File: config.mk
export PLATFORM = sky130hd
export DESIGN_NAME = reg_file_scoreboard
export DESIGN_NICKNAME = d
export VERILOG_FILES = /design/src/rtl/reg_file_scoreboard.sv
export SDC_FILE = /design/constraint.sdc
export NUM_CORES = 2
export LEC_CHECK = 0
export ABC_AREA = 1
export CORE_MARGIN = 4
export CORE_UTILIZATION = 40
export CTS_CLUSTER_SIZE = 14
export DETAILED_ROUTE_END_ITERATION = 16
export SETUP_SLACK_MARGIN = 0.3
export SLEW_MARGIN = 15
export SYNTH_ARGS = -nofsm -noshare
export SYNTH_HDL_FRONTEND = slang
export SYNTH_SLANG_ARGS = --single-unit
File: constraint.sdc
create_clock -name clk -period 47 [get_ports clk]
set_input_delay 4.7 -clock clk [delete_from_list [all_inputs] [get_ports clk]]
set_output_delay 4.7 -clock clk [all_outputs]
set_load 0.05 [all_outputs]
File: src/rtl/reg_file_scoreboard.sv
`timescale 1ns/1ps
// RV32 integer register file: 2 combinational read ports with write-through bypass, 1 sync write port,
// plus a per-register busy scoreboard; stall is combinational and issue holds while an in-use operand is pending.
module reg_file_scoreboard #(
  parameter int bits            = 32,
  parameter int no_of_registers = 32,
  parameter int addr_width_DMEM = 10
) (
  input  logic                               clk,
  input  logic                               async_reset,
  input  logic [$clog2(no_of_registers)-1:0] rs1_addr,
  input  logic [$clog2(no_of_registers)-1:0] rs2_addr,
  input  logic                               rs1_use,
  input  logic                               rs2_use,
  output logic [bits-1:0]                    rd1,
  output logic [bits-1:0]                    rd2,
  input  logic                               we,
  input  logic [$clog2(no_of_registers)-1:0] wa,
  input  logic [bits-1:0]                    wd,
  input  logic                               mark_en,
  input  logic [$clog2(no_of_registers)-1:0] mark_addr,
  output logic                               stall,
  output logic [$clog2(no_of_registers):0]   busy_count
);

  localparam int AW = $clog2(no_of_registers);
  localparam int CW = AW + 1;
  localparam logic [bits-1:0] SP_RESET = {{(bits-1){1'b0}}, 1'b1} << addr_width_DMEM;

  logic [bits-1:0]            regs_q [no_of_registers];
  logic [bits-1:0]            regs_d [no_of_registers];
  logic [no_of_registers-1:0] busy_q;
  logic [no_of_registers-1:0] busy_d;
  logic [CW-1:0]              busy_count_q;
  logic [CW-1:0]              busy_count_d;

  logic wr_en;
  logic wr_hit1;
  logic wr_hit2;
  logic busy1_eff;
  logic busy2_eff;

  assign wr_en   = we && (wa != '0);
  assign wr_hit1 = we && (wa == rs1_addr);
  assign wr_hit2 = we && (wa == rs2_addr);

  always_comb begin
    regs_d = regs_q;
    if (wr_en) begin
      regs_d[wa] = wd;
    end
  end

  // A new mark beats a same-cycle write-back: the written value belongs to the older producer.
  always_comb begin
    busy_d = busy_q;
    for (int a = 1; a < no_of_registers; a++) begin
      if (mark_en && (mark_addr == AW'(a))) begin
        busy_d[a] = 1'b1;
      end else if (we && (wa == AW'(a))) begin
        busy_d[a] = 1'b0;
      end
    end
    busy_d[0] = 1'b0;
  end

  always_comb begin
    busy_count_d = '0;
    for (int a = 1; a < no_of_registers; a++) begin
      busy_count_d = busy_count_d + CW'(busy_d[a]);
    end
  end

  always_ff @(posedge clk or posedge async_reset) begin
    if (async_reset) begin
      for (int i = 0; i < no_of_registers; i++) begin
        regs_q[i] <= (i == 2) ? SP_RESET : '0;
      end
      busy_q       <= '0;
      busy_count_q <= '0;
    end else begin
      regs_q       <= regs_d;
      busy_q       <= busy_d;
      busy_count_q <= busy_count_d;
    end
  end

  always_comb begin
    rd1 = '0;
    if (rs1_addr != '0) begin
      rd1 = wr_hit1 ? wd : regs_q[rs1_addr];
    end
  end

  always_comb begin
    rd2 = '0;
    if (rs2_addr != '0) begin
      rd2 = wr_hit2 ? wd : regs_q[rs2_addr];
    end
  end

  // A result arriving this cycle satisfies the dependency, so it does not stall.
  assign busy1_eff  = busy_q[rs1_addr] && !wr_hit1;
  assign busy2_eff  = busy_q[rs2_addr] && !wr_hit2;
  assign stall      = (rs1_use && busy1_eff) || (rs2_use && busy2_eff);
  assign busy_count = busy_count_q;

endmodule

==> reports/qor.csv <==
stage,metric,value,unit
synthesis,synth_common_cells,"nand2_1, o21ai_0, nand3_1, dfrtp_1, inv_1",
finish,multi_input_area,0.0285,mm^2
timing,fin_skew,0.00828,ns
synthesis,synth-seq-area-share,42.8,%
synthesis,synth_top_cell_by_area,dfrtp_1,
floorplan,die_h,402,um
power,p_leak,32.0,nW
timing,worstMarginPinSlew,1.22,ns
critical_path,path_class,primary input to primary output,
floorplan,start_util,40.3,%
clock_tree,clkSinkCount,1061,
clock_tree,postCtsSetupRepairBufs,0,
clock_tree,clockBufferDepth,3,
timing,fin_crit,14.77,ns
timing,tns,0,ns
global_route,grtUsageTotal,32.1,%
power,p_per_area,47.5,mW/mm^2
critical_path,worstPathMaxFanout,162,
finish,fillers,15700,
synthesis,synth_nets,9231,
finish,drive_gt1_share,5.05,%
synthesis,synth-warning-count,0,
finish,syn_to_final_growth,10.2,%
power,worst_ir_drop_vdd,0.000335,V
clock_tree,postCtsResizedCells,0,
placement,place_hpwl,147000,um
floorplan,coreArea,0.154,mm^2
drt,via_count,63100,
clock_tree,htree_levels,3,
clock_tree,cts_root_buf,clkbuf_16,
synthesis,syn_inst,9143,
finish,post-route-cell-area,0.0684,mm^2
synthesis,synth.lib_cells_used.distinct,38,
timing,max_freq,67.7,MHz
placement,postPlaceCellArea,0.0642,mm^2
synthesis,synth_enable_flop_cells,0,
critical_path,crit_arrival,10.07,ns
clock_tree,clock_latency,0.74,ns
drt,wirelength,266000,um
timing,rsz0062_at_grt,false,
placement,io_buffer_count,128,
finish,num-nets-final,8878,
drt,wl_per_cell,24.3,um
global_route,grt_pass1_wl,392000,um
critical_path,cp-end-kind,primary output,
outcome,status,completed,
timing,period_share,31.4,%
critical_path,required,42.30,ns
drt,routed_via_density,5.77,
timing,hold_ws,0.376,ns
timing,maxSlewViolCount,0,
drt,post-route-drc-count,0,
synthesis,yosysTopAreaCellShare,42.7,%
clock_tree,cts_buffers,119,
synthesis,ys_ff_latch,1061,
finish,fin_util,44.4,%
synthesis,synth_top_flop_cell,dfrtp_1,
min_path,min_path_type,flop to flop,
timing,hold_viol,0,
global_route,grt_pass1_vias,58800,
drt,drt-initial-drc-count,9468,
global_route,grt-ovfl-total,0,
drt,postRouteAntennaNets,0,
floorplan,die_w,402,um
timing,slew_headroom,18.6,%
global_route,grt_start_max_net_pins,183,
floorplan,dieArea,0.161,mm^2
drt,dr.pass1.iters,8,
global_route,grt_antenna_before_repair,13,
synthesis,synth.most_common_cell,nand2_1,
clock_tree,clkTransAtPathRegs,0.06,ns
timing,setup_viol,0,
placement,place_congestion,0.930,
floorplan,ioPinCount,129,
synthesis,synth_area_leaders,"dfrtp_1, nand2_1, o21ai_0",
synthesis,syn_avg_cell_area,6.79,um^2
finish,regArea,0.0266,mm^2
critical_path,crit_path_start_kind,primary input,
synthesis,async_reset_ff_share,100,%
clock_tree,holdBufCountCts,0,
job,cap_violations,0,
synthesis,syn_area,0.0620,mm^2
clock_tree,tritoncts,built,
floorplan,num_rows,144,
==> per-layer routing <==
layer | up-vias | part of all wire, % | global-route usage [%]
met1 | 29800 | 41 | 45.1
met2 | 4246 | 41 | 47.1
met3 | 745 | 13 | 7.95
met4 | 12 | 5.0 | 13.4
li1 | 28200 | - | -
met5 | - | 0.031 | 0
==> critical path: stages <==
cell,delay [ns]
buf_8,0.29
buf_12,0.59
buf_4,0.84
buf_4,0.74
buf_4,0.77
nand2_1,0.12
nand3_1,0.11
nand3_1,0.09
nand2_1,0.10
nand2_1,0.08
nand2_1,0.09
nand2_1,0.04
nand2_1,0.26
a21oi_1,0.20
clkdlybuf4s50_1,0.77
==> cell families (layout without fill, tap and decap cells) <==
kind of cell | Yosys count | count (layout) | synth area share, %
xor gates and xnor gates | 3 | 3 | 0.0424
other | 0 | 2 | 0
AOI/OAI and AO/OA | 1711 | 1711 | 14.9
adders and majority gates | 30 | 30 | 0.883
buffers and inverters | 1813 | 1562 | 11.7
DFF | 1061 | 1061 | 42.8
and+or+nand+nor | 4525 | 4525 | 29.7
==> final cells by class <==
class | instances | share of cell area, %
clock buffer | 178 | 5.27
tap | 2044 | 3.74
timing repair buffer | 287 | 3.76
sequential | 1061 | 38.8
antenna | 2 | 0.00732
clock inverter | 45 | 0.853
multi-input combinational | 6269 | 41.7
inverter | 1052 | 5.83
==> where the power goes <==
| part | switching [mW] | internal (mW) | total (mW) |
|---|---|---|---|
| clock | 0.416 | 0.593 | 1.01 |
| sequential | 0.0849 | 1.13 | 1.21 |
| combinational | 0.672 | 0.354 | 1.03 |
| total | 1.17 | 2.07 | 3.25 |
==> metrics by stage <==
stage / power (mW) / cells / setup WS (ns)
after CTS: 3.25 / 10900 / 32.43
final: 3.25 / 10900 / 32.23
after global placement: 2.21 / 10700 / 32.41
after detailed placement: 2.23 / 10700 / 32.43
after floorplan: 1.95 / 9143 / 12.44
after global routing: 3.45 / 10900 / 32.02
==> layout by cell type (no fill, tap or decap), types with 2 or more instances in the layout <==
cell and instances:
inv_6 5, inv_1 1022, clkdlybuf4s50_1 118, buf_12 7
diode_2 2, a21oi_1 259, nand3_1 1064, nor2_2 2
buf_4 156, fa_1 23, clkbuf_8 36, inv_2 23
clkbuf_16 121, bufinv_16 12, nand2_4 2, nor2_1 561
inv_4 2, o211ai_1 258, o22ai_1 21, nand4_1 2
ha_1 7, inv_8 3, o21ai_1 40, nor2_4 34
clkbuf_1 21, a22oi_1 5, nand2_1 2847, dfrtp_1 1060
o21ai_0 1124, buf_8 4, xor2_1 2, or2_2 4
clkinv_2 26, nand3b_1 2, nand3_4 3
==> state kept, by name (all words and copies together), names as in the netlist <==
name        cells
regs_q       1024
busy_count      6
busy_q         31
==> path summary, 6_finish.rpt <==
path | from | endpoint | slack, ns | depth (start not counted)
setup reg to reg | busy_q[18]$_DFF_PP0_ | busy_count[4]$_DFF_PP0_ | 41.74 | 15
setup / recovery | rs1_addr[0] | rd1[5] | 32.23 | 15
hold / removal | regs_q[1007]$_DFFE_PP0P_ | regs_q[1007]$_DFFE_PP0P_ | 0.38 | 0
hold reg to reg | regs_q[1007]$_DFFE_PP0P_ | regs_q[1007]$_DFFE_PP0P_ | 0.38 | 0
max in group asynchronous | async_reset | busy_q[26]$_DFF_PP0_ | 39.52 | 5
min in group asynchronous | async_reset | regs_q[742]$_DFFE_PP0P_ | 4.45 | 2
Note: power is estimated with default switching activity, not from simulation.
